--- config.mk ---
export PLATFORM = sky130hd
export DESIGN_NAME = alu_pipe
export DESIGN_NICKNAME = d
export VERILOG_FILES = /design/src/rtl/alu_pkg.sv /design/src/rtl/alu_core.sv /design/src/rtl/alu_pipe.sv
export SDC_FILE = /design/constraint.sdc
export NUM_CORES = 1
export LEC_CHECK = 0
export CORE_AREA = 2 2 128 92
export CTS_BUF_LIST = sky130_fd_sc_hd__clkbuf_4 sky130_fd_sc_hd__clkbuf_8
export DETAILED_ROUTE_END_ITERATION = 10
export DIE_AREA = 0 0 130 94
export PLACE_DENSITY = 0.69
export SETUP_SLACK_MARGIN = 0.1
export SYNTH_ARGS = -nofsm -noshare
export SYNTH_HDL_FRONTEND = slang
export SYNTH_SLANG_ARGS = --single-unit
--- constraint.sdc ---
create_clock -name clk -period 3.8 [get_ports clk]
set_clock_uncertainty 0.2 [all_clocks]
set_input_delay 0.57 -clock clk [delete_from_list [all_inputs] [get_ports clk]]
set_output_delay 0.57 -clock clk [all_outputs]
set_load 0.005 [all_outputs]
--- src/rtl/alu_pkg.sv ---
// alu_pkg -- shared definitions for the execute-stage ALU.
//   Opcode encodings (OP_NOP .. OP_SHR), condition-code bit indices
//   (FLAG_Z, FLAG_N, FLAG_C), the 3-bit flag vector type and the
//   per-opcode flag-update masks used by alu_core.
package alu_pkg;

  localparam int OP_BITS = 4;
  typedef logic [OP_BITS-1:0] op_t;

  localparam op_t OP_NOP    = 4'd0;
  localparam op_t OP_ADD    = 4'd1;
  localparam op_t OP_SUB    = 4'd2;
  localparam op_t OP_AND    = 4'd3;
  localparam op_t OP_OR     = 4'd4;
  localparam op_t OP_NOT    = 4'd5;
  localparam op_t OP_PASS_A = 4'd6;
  localparam op_t OP_PASS_B = 4'd7;
  localparam op_t OP_INC    = 4'd8;
  localparam op_t OP_DEC    = 4'd9;
  localparam op_t OP_SETC   = 4'd10;
  localparam op_t OP_CLRC   = 4'd11;
  localparam op_t OP_SHL    = 4'd12;
  localparam op_t OP_SHR    = 4'd13;

  // Flag vector layout is {C,N,Z}.
  localparam int FLAG_Z = 0;
  localparam int FLAG_N = 1;
  localparam int FLAG_C = 2;

  typedef logic [2:0] flag_t;

  localparam flag_t FLAGS_NONE = 3'b000;
  localparam flag_t FLAGS_ALL  = 3'b111;
  localparam flag_t FLAGS_ZN   = 3'b011;
  localparam flag_t FLAGS_C    = 3'b100;

endpackage

--- src/rtl/alu_core.sv ---
// alu_core -- combinational ALU datapath.
//   Ports:
//     op     in   opcode (alu_pkg encoding)
//     a, b   in   WIDTH operands
//     c_in   in   current carry flag (carried through when unchanged)
//     result out  WIDTH result
//     carry  out  new carry value
//     mask   out  which flags ({C,N,Z}) this opcode updates
//   Macro ALU_SHIFT_EN: when defined, OP_SHL/OP_SHR shift; otherwise they
//   fall through to NOP behaviour and no shifter is built.
module alu_core
  import alu_pkg::*;
#(
  parameter int WIDTH = 16
) (
  input  logic [3:0]       op,
  input  logic [WIDTH-1:0] a,
  input  logic [WIDTH-1:0] b,
  input  logic             c_in,
  output logic [WIDTH-1:0] result,
  output logic             carry,
  output logic [2:0]       mask
);

`ifdef ALU_SHIFT_EN
  localparam int SHW = $clog2(WIDTH);
  logic [SHW-1:0] sh;
  assign sh = b[SHW-1:0];
`endif

  // One extra bit on top catches carry-out / borrow for add and subtract.
  logic [WIDTH:0] wide;

  always_comb begin
    result = a;
    carry  = c_in;
    mask   = FLAGS_NONE;
    wide   = '0;
    case (op)
      OP_ADD: begin
        wide   = {1'b0, a} + {1'b0, b};
        result = wide[WIDTH-1:0];
        carry  = wide[WIDTH];
        mask   = FLAGS_ALL;
      end
      OP_SUB: begin
        // Top bit of the extended difference is set exactly when a < b.
        wide   = {1'b0, a} - {1'b0, b};
        result = wide[WIDTH-1:0];
        carry  = wide[WIDTH];
        mask   = FLAGS_ALL;
      end
      OP_AND: begin
        result = a & b;
        mask   = FLAGS_ZN;
      end
      OP_OR: begin
        result = a | b;
        mask   = FLAGS_ZN;
      end
      OP_NOT: begin
        result = ~b;
        mask   = FLAGS_ZN;
      end
      OP_PASS_B: begin
        result = b;
      end
      OP_INC: begin
        wide   = {1'b0, b} + (WIDTH+1)'(1);
        result = wide[WIDTH-1:0];
        carry  = wide[WIDTH];
        mask   = FLAGS_ALL;
      end
      OP_DEC: begin
        wide   = {1'b0, b} - (WIDTH+1)'(1);
        result = wide[WIDTH-1:0];
        carry  = wide[WIDTH];
        mask   = FLAGS_ALL;
      end
      OP_SETC: begin
        carry = 1'b1;
        mask  = FLAGS_C;
      end
      OP_CLRC: begin
        carry = 1'b0;
        mask  = FLAGS_C;
      end
`ifdef ALU_SHIFT_EN
      OP_SHL: begin
        // Bit WIDTH of the widened shift is the last bit pushed out.
        wide   = {1'b0, a} << sh;
        result = wide[WIDTH-1:0];
        carry  = (sh == '0) ? c_in : wide[WIDTH];
        mask   = FLAGS_ALL;
      end
      OP_SHR: begin
        // Bit 0 of the widened shift is the last bit pushed out.
        wide   = {a, 1'b0} >> sh;
        result = wide[WIDTH:1];
        carry  = (sh == '0) ? c_in : wide[0];
        mask   = FLAGS_ALL;
      end
`endif
      default: begin
        // NOP, PASS_A, unused encodings: result = a, no flag update.
      end
    endcase
  end

endmodule

--- src/rtl/alu_pipe.sv ---
// alu_pipe -- single-stage registered ALU with valid/ready handshake and
// the architectural condition-code register.
//   Ports:
//     clk, rst_n             clock, synchronous active-low reset
//     in_valid/in_ready      input handshake
//     in_op, in_a, in_b      opcode and operands
//     out_valid/out_ready    output handshake
//     out_result, out_flags  registered result and its {C,N,Z} snapshot
//     flags                  current condition-code register {C,N,Z}
//     flag_wr_en/_data       flag restore (interrupt return)
//   Macro ALU_SHIFT_EN enables SHL/SHR in alu_core; default build omits it.
module alu_pipe
  import alu_pkg::*;
#(
  parameter int WIDTH = 16,
  parameter int OPW   = 4
) (
  input  logic             clk,
  input  logic             rst_n,
  input  logic             in_valid,
  output logic             in_ready,
  input  logic [OPW-1:0]   in_op,
  input  logic [WIDTH-1:0] in_a,
  input  logic [WIDTH-1:0] in_b,
  output logic             out_valid,
  input  logic             out_ready,
  output logic [WIDTH-1:0] out_result,
  output logic [2:0]       out_flags,
  output logic [2:0]       flags,
  input  logic             flag_wr_en,
  input  logic [2:0]       flag_wr_data
);

  op_t              op_p0;
  logic [WIDTH-1:0] res_p0;
  logic             carry_p0;
  flag_t            mask_p0;
  flag_t            calc_p0;
  flag_t            next_flags_p0;
  logic             accept_p0;

  logic             vld_p1;
  logic [WIDTH-1:0] res_p1;
  flag_t            oflags_p1;
  flag_t            flags_q;

  assign op_p0 = op_t'(in_op);

  alu_core #(.WIDTH(WIDTH)) u_core (
    .op     (op_p0),
    .a      (in_a),
    .b      (in_b),
    .c_in   (flags_q[FLAG_C]),
    .result (res_p0),
    .carry  (carry_p0),
    .mask   (mask_p0)
  );

  always_comb begin
    calc_p0         = '0;
    calc_p0[FLAG_Z] = (res_p0 == '0);
    calc_p0[FLAG_N] = res_p0[WIDTH-1];
    calc_p0[FLAG_C] = carry_p0;
  end

  assign next_flags_p0 = (mask_p0 & calc_p0) | (~mask_p0 & flags_q);
  assign in_ready      = !vld_p1 || out_ready;
  assign accept_p0     = in_valid && in_ready;

  // p0 -> p1: result register and condition codes
  always_ff @(posedge clk) begin
    if (!rst_n) begin
      vld_p1    <= 1'b0;
      res_p1    <= '0;
      oflags_p1 <= '0;
      flags_q   <= '0;
    end else begin
      if (accept_p0) begin
        vld_p1    <= 1'b1;
        res_p1    <= res_p0;
        oflags_p1 <= next_flags_p0;
      end else if (out_ready) begin
        vld_p1 <= 1'b0;
      end
      // A restore overrides the op's update; out_flags still shows the op's.
      if (flag_wr_en) begin
        flags_q <= flag_wr_data;
      end else if (accept_p0) begin
        flags_q <= next_flags_p0;
      end
    end
  end

  assign out_valid  = vld_p1;
  assign out_result = res_p1;
  assign out_flags  = oflags_p1;
  assign flags      = flags_q;

endmodule
After elaboration in Yosys (flattened, before gate mapping) --
Cells that the tools add are included.
Cells by class: bitwise operators 7, equality and inequality tests 10, mux-type cells 7, add/sub/neg operators 4, reduce and logical (&&, ||, !) cells 9
Operators by type and width (number):
- $pmux 16 s8 | 1
- $add 16x1->17 const B | 1
- $add 16x16->17 | 1
- $sub 16x1->17 const B | 1
- $sub 16x16->17 | 1
- $and 16x16->16 | 1
- $eq 4x4->1 const B | 4
- $logic_not 16->1 | 1
- $not 16->16 | 1
- $or 16x16->16 | 1
- $eq 4x3->1 const B | 3
- $pmux 3 s3 | 1
- $eq 4x2->1 const B | 2
- $and 3x3->3 | 2
- $mux 3 | 2
- $pmux 1 s6 | 1
- $eq 4x1->1 const B | 1
- $reduce_bool 2->1 | 2
- $reduce_or 4->1 | 1
- $not 3->3 | 1
- $or 3x3->3 | 1
- $reduce_or 3->1 | 1
- $mux 1 | 2
- $reduce_or 2->1 | 1
- other kinds (3) | 3
Word-level totals: output and inout bits 24, input bits 44, flip-flop bits (word level) 23, word-level logic and storage cells 41

Depth between registers and ports, before layout --
depth in word-level cells 8, mapped depth 14, gate-level depth less buffers 14

By module --
A second synthesis with hierarchy kept.
Second synthesis, totals: cell total of the unflattened synthesis 672, area, all modules 4495.6 µm²
By module, submodules not included:
- alu_core | sequential area each 0.0 µm², area each 3555.9 µm², instances 1, cells each 561
- alu_pipe | sequential area each 460.4 µm², area each 939.7 µm², instances 1, cells each 111

Worst setup path before layout --
OpenSTA, ideal clock, no wires.
path type input to register, start input in_b[2], end register flags_q[0] (netlist: flags[0]), setup slack -0.205 ns, required time 3.526 ns, arrival time 3.731 ns, setup time 0.074 ns, cell stages on the path 13, cells stage by stage clkbuf_1 > inv_1 > ha_1 > and3b_1 > a211oi_1 > o221a_1 > a21oi_1 > a2bb2oi_1 > or4b_1 > or4_1 > nor4_2 > nand4_1 > a31oi_1
On the way: word-level cells in the longest chain between the ends 7
RTL lines:
- start, declared | RTL line alu_pipe.sv:24 | input logic [WIDTH-1:0] in_b,
- $sub 16x1->17 (tied with other cells) | RTL line alu_core.sv:75 | wide = {1'b0, b} - (WIDTH+1)'(1);
- $pmux 16 s8 (*) | RTL line alu_core.sv:39 | case (op)
- $logic_not 16->1 (*) | RTL line alu_pipe.sv:61 | calc_p0[FLAG_Z] = (res_p0 == '0);
- $and 3x3->3 (*) | RTL line alu_pipe.sv:66 | assign next_flags_p0 = (mask_p0 & calc_p0) | (~mask_p0 & flags_q);
- $or 3x3->3 (*) | RTL line alu_pipe.sv:66
- $mux 3 (*) | RTL line alu_pipe.sv:88 | end else if (accept_p0) begin
- $mux 3 (*) | RTL line alu_pipe.sv:86 | if (flag_wr_en) begin
- end signal, assigned | RTL line alu_pipe.sv:87 | flags_q <= flag_wr_data;
- end signal, assigned | RTL line alu_pipe.sv:89 | flags_q <= next_flags_p0;
- end, declared | RTL line alu_pipe.sv:45 | flag_t flags_q;
Mark *: on every way between the ends. The rest lies on a longest branch, timed or not. The select of a mux whose other input is x is not followed. A chain may end at the register's enable or synchronous reset.

Worst setup path after layout --
start input in_op[3], end register flags_q[0] (netlist: flags[0])
On the way: word-level cells in the longest chain between the ends 8
RTL lines:
- start, declared | RTL line alu_pipe.sv:22 | input logic [OPW-1:0] in_op,
- parallel branches: the longest is 5 deep, another holds $pmux 16 s8
- $or 3x3->3 (*) | RTL line alu_pipe.sv:66
- $mux 3 (*) | RTL line alu_pipe.sv:88
- $mux 3 (*) | RTL line alu_pipe.sv:86
Mark *: on every way between the ends. The select of a mux whose other input is x is not followed.

==> metrics.txt <==
# TYPE chip_impl_metric gauge
chip_impl_metric{name="drc",unit=""} 0
chip_impl_metric{name="hold_violations",unit=""} 0
chip_impl_metric{name="synthDistinctLibCells",unit=""} 80
chip_impl_metric{name="antenna_cells",unit=""} 0
chip_impl_info{name="synth_top_cell_by_area",value="sky130_fd_sc_hd__ha_1"} 1
chip_impl_metric{name="ys_seq_elements",unit=""} 23
chip_impl_metric{name="synth_sequential_area_ratio",unit="%"} 9.477
chip_impl_metric{name="n_fill_cell",unit=""} 873
chip_impl_metric{name="boundaryPins",unit=""} 68
chip_impl_metric{name="i_o_buffers",unit=""} 67
chip_impl_metric{name="cp_max_fo",unit=""} 9
chip_impl_metric{name="critical_path_arrival",unit="ns"} 3.78
chip_impl_metric{name="power.density_cell_area",unit="nW/um^2"} 186.3
chip_impl_metric{name="cts_stage_hold_buffer_count",unit=""} 0
chip_impl_metric{name="post_route_cells_drive_above_1_share",unit="%"} 36.51
chip_impl_metric{name="synth.cell_area",unit="sq um"} 4858
chip_impl_metric{name="synth_enable_flop_cells",unit=""} 0
chip_impl_metric{name="synthesis.yosys.warnings",unit=""} 0
chip_impl_metric{name="crit_buf_inv",unit=""} 4
chip_impl_metric{name="worst_slew_pin_slew",unit="ns"} 0.7907
chip_impl_info{name="path_cells",value="clkdlybuf4s50_1, buf_6, buf_4, nand4bb_1, buf_4, and3_1, a311oi_1, nor4_2, nand3_1, or4b_4, or4_4, nor4_4, nand4_1, a31oi_1"} 1
chip_impl_metric{name="slew_headroom",unit="%"} 45.93
chip_impl_metric{name="drt_pass_1_iters",unit=""} 8
chip_impl_info{name="worst_setup_path_startpoint",value="in_op[3]"} 1
chip_impl_metric{name="count_of_max_cap_constraint_violations",unit=""} 0
chip_impl_metric{name="routabilityCongestion",unit=""} 1.027
chip_impl_info{name="path_delay_family",value="simple AND/OR/NAND/NOR gates"} 1
chip_impl_info{name="worstSetupEndpointType",value="flip-flop"} 1
chip_impl_metric{name="setup_viol",unit=""} 0
chip_impl_metric{name="critPathRequiredTime",unit="ns"} 3.82
chip_impl_metric{name="synthArstFlopShare",unit="%"} 0
chip_impl_metric{name="clock_tree.buffer_depth",unit=""} 2
chip_impl_metric{name="grt_pass1_vias",unit=""} 6490
chip_impl_info{name="start_kind",value="input pin"} 1
chip_impl_info{name="unrepaired_setup_endpoints_after_global_routing",value="true"} 1
chip_impl_info{name="worstSetupPathType",value="input pin to flip-flop"} 1
chip_impl_metric{name="number_of_cts_inserted_buffers",unit=""} 3
chip_impl_metric{name="finish.net_count",unit=""} 1063
chip_impl_metric{name="cts.clk_slew.worst_paths",unit="ns"} 0.09
chip_impl_metric{name="achievable-frequency",unit="GHz"} 0.2655
chip_impl_metric{name="critical_path.max_stage_delay",unit="ns"} 0.53
chip_impl_metric{name="floorplan.initialDensity",unit="%"} 44.45
chip_impl_info{name="result_of_the_run",value="finished, final reports clean"} 1
chip_impl_metric{name="mapped_nets",unit=""} 800
chip_impl_info{name="cts_root_buffer",value="sky130_fd_sc_hd__clkbuf_8"} 1
chip_impl_metric{name="coreArea",unit="sq um"} 10930
chip_impl_metric{name="timing.final.crit_share",unit="%"} 99.11
chip_impl_metric{name="grt_first_pass_wirelength",unit="um"} 35440
chip_impl_info{name="layout_common_cells",value="sky130_fd_sc_hd__buf_4 (235), sky130_fd_sc_hd__nand2_1 (69), sky130_fd_sc_hd__nor2_1 (50), sky130_fd_sc_hd__clkdlybuf4s50_1 (50), sky130_fd_sc_hd__a21oi_1 (45)"} 1
chip_impl_metric{name="clock-sinks",unit=""} 23
chip_impl_metric{name="area_growth",unit="%"} 62.22
chip_impl_info{name="mostFrequentLayoutCell",value="sky130_fd_sc_hd__buf_4"} 1
chip_impl_info{name="worst_hold_path_type",value="flip-flop to flip-flop"} 1
chip_impl_info{name="ys_top_cells_by_area",value="sky130_fd_sc_hd__ha_1 (13%), sky130_fd_sc_hd__dfxtp_1 (9.5%), sky130_fd_sc_hd__nand2_1 (5.4%), sky130_fd_sc_hd__a21oi_1 (5.0%), sky130_fd_sc_hd__nor2_1 (4.2%)"} 1
chip_impl_metric{name="wire_per_inst",unit="um"} 21.29
chip_impl_metric{name="antenna_found_initial",unit=""} 0
chip_impl_info{name="critical_path.slowest_cell",value="sky130_fd_sc_hd__or4b_4"} 1
chip_impl_metric{name="post-synth-top-area-fraction",unit="%"} 13.39
chip_impl_metric{name="num_rows",unit=""} 32
chip_impl_metric{name="antenna_left",unit=""} 0
chip_impl_metric{name="min_period",unit="ns"} 3.766
chip_impl_metric{name="fp.dieArea",unit="sq um"} 12220
chip_impl_metric{name="insertion_delay_to_the_later_sink_of_the_worst_skew_pair",unit="ns"} 0.28
chip_impl_metric{name="first_iter_violations",unit=""} 929
chip_impl_metric{name="final_cells",unit=""} 1117
chip_impl_metric{name="place.detailed.instances",unit=""} 1103
chip_impl_metric{name="drt-total-wl",unit="um"} 23790
chip_impl_info{name="holdCritStartpoint",value="out_result[4]$_SDFFE_PN0P_"} 1
chip_impl_metric{name="cts_max_level",unit=""} 1
chip_impl_metric{name="avgSynthCellArea",unit="sq um"} 6.921
chip_impl_metric{name="ir_drop",unit="V"} 0.0001586
chip_impl_metric{name="maximum_number_of_pins_on_one_net_before_global_route_repair",unit=""} 24
chip_impl_metric{name="average_via_count_per_standard_cell",unit=""} 6.199
chip_impl_info{name="most_common_cell_on_crit_path",value="sky130_fd_sc_hd__buf_4"} 1
chip_impl_metric{name="grt_util_all_layers",unit="%"} 38.09
chip_impl_metric{name="synthesis.instances",unit=""} 702
chip_impl_metric{name="leakage",unit="nW"} 3.518
chip_impl_metric{name="vias",unit=""} 6924
chip_impl_metric{name="finalPower",unit="W"} 0.001468
chip_impl_info{name="tritoncts",value="built"} 1
chip_impl_info{name="worst_r2r_startpoint",value="out_valid$_SDFFE_PN0P_"} 1
chip_impl_metric{name="dp_hpwl",unit="um"} 18910
chip_impl_metric{name="die_width",unit="um"} 130
chip_impl_metric{name="dieHeight",unit="um"} 94
chip_impl_metric{name="report.final.slew_viol_count",unit=""} 0
chip_impl_info{name="ys_dominant_reg_cell",value="sky130_fd_sc_hd__dfxtp_1"} 1
chip_impl_metric{name="gr-total-overflow",unit=""} 0
[sequential cells by signal, indices dropped and copies added (netlist names)]
signal and flops:
out_flags 3, flags 3, out_result 16, out_valid 1
[path summary, 6_finish.rpt]
check / end / slack, ns / cells after the start
setup reg to reg: flags[1]$_SDFFE_PN0P_ / 1.81 / 6
hold / removal: out_result[4]$_SDFFE_PN0P_ / 0.27 / 2
hold reg to reg: out_result[4]$_SDFFE_PN0P_ / 0.27 / 2
setup / recovery: flags[0]$_SDFFE_PN0P_ / 0.03 / 14
[cell usage after synthesis, drive strengths merged, types with 5 or more instances]
cell type  count
a211o          6
a211oi        15
a21boi        13
a21o           8
a21oi         50
a2bb2oi        5
a311oi         5
a31oi          7
a32oi          6
and2           9
and3           6
buf           21
clkbuf        34
dfxtp         23
ha            52
inv           51
mux2i         11
nand2         70
nand2b        12
nand3         19
nand4         10
nor2          55
nor2b          6
nor3          19
nor4          12
nor4b          5
o211ai         8
o21a           5
o21ai         32
o221ai         6
o22ai         11
o311ai         5
o31ai          8
o32ai          5
or3            6
xnor2          7
xor2           5
[routing by layer]
layer	track usage (%)	part of all wire [%]	vias up
li1	-	-	3145
met5	0	0	-
met2	57.72	42	468
met1	52.74	42	3216
met3	8.428	12	95
met4	13.71	3.9	0
[through the flow]
step / utilization [%] / area (sq um) / setup TNS (ns) / worst slack (ns) / hold WS, ns
after floorplan: - / 4903 / 0 / 0.04039 / 0.2600
after global placement: 66.71 / 7292 / -6.421 / -0.8089 / 0.2546
after detailed placement: 66.71 / 7292 / -7.377 / -0.8989 / 0.2625
after CTS: 70.19 / 7672 / 0 / 0.1047 / 0.2733
after global routing: 72.10 / 7881 / -0.01842 / -0.01602 / 0.2924
final: 72.10 / 7881 / 0 / 0.03400 / 0.2719
[power breakdown]
part,leakage [nW],total (W),switching (W),internal [W]
combinational,3.30,0.00103,0.000532,0.000501
sequential,0.190,0.000271,0.0000104,0.000261
clock,0.0255,0.000164,0.0000900,0.0000738
total,3.52,0.00147,0.000633,0.000835
[cell type report]
type	count	area, sq um	share of cell area [%]
inverters	51	203.9	2.588
well taps	153	191.4	2.429
flip-flops and latches	23	460.4	5.842
multi-input cells	573	4419	56.07
repair buffers	313	2560	32.48
clock inverters	1	5.005	0.06350
clock buffers	3	41.29	0.5239
[worst min-delay path, cell delays in order (launching register included)]
cell	delay (ns)
sky130_fd_sc_hd__dfxtp_1	0.32
sky130_fd_sc_hd__nand2_1	0.04
sky130_fd_sc_hd__a21boi_0	0.06
[cell families (layout without fill, tap and decap cells)]
group / Yosys count / in the layout / synth area share [%]
xor+xnor: 12 / 12 / 2.163
compound gates: 239 / 239 / 34.79
simple gates: 257 / 257 / 27.74
buf+inv: 106 / 368 / 9.348
mux: 11 / 11 / 2.266
flops: 23 / 23 / 9.477
fa+ha+maj: 54 / 54 / 14.22
[what timing repair did]
item,in CTS,in global routing
pin swaps,31,21
buffers inserted,6,5
endpoints found under the setup margin,12,10
resized for setup,83,58
endpoints found under the hold margin,0,0
Note: power is estimated with default switching activity, not from simulation.
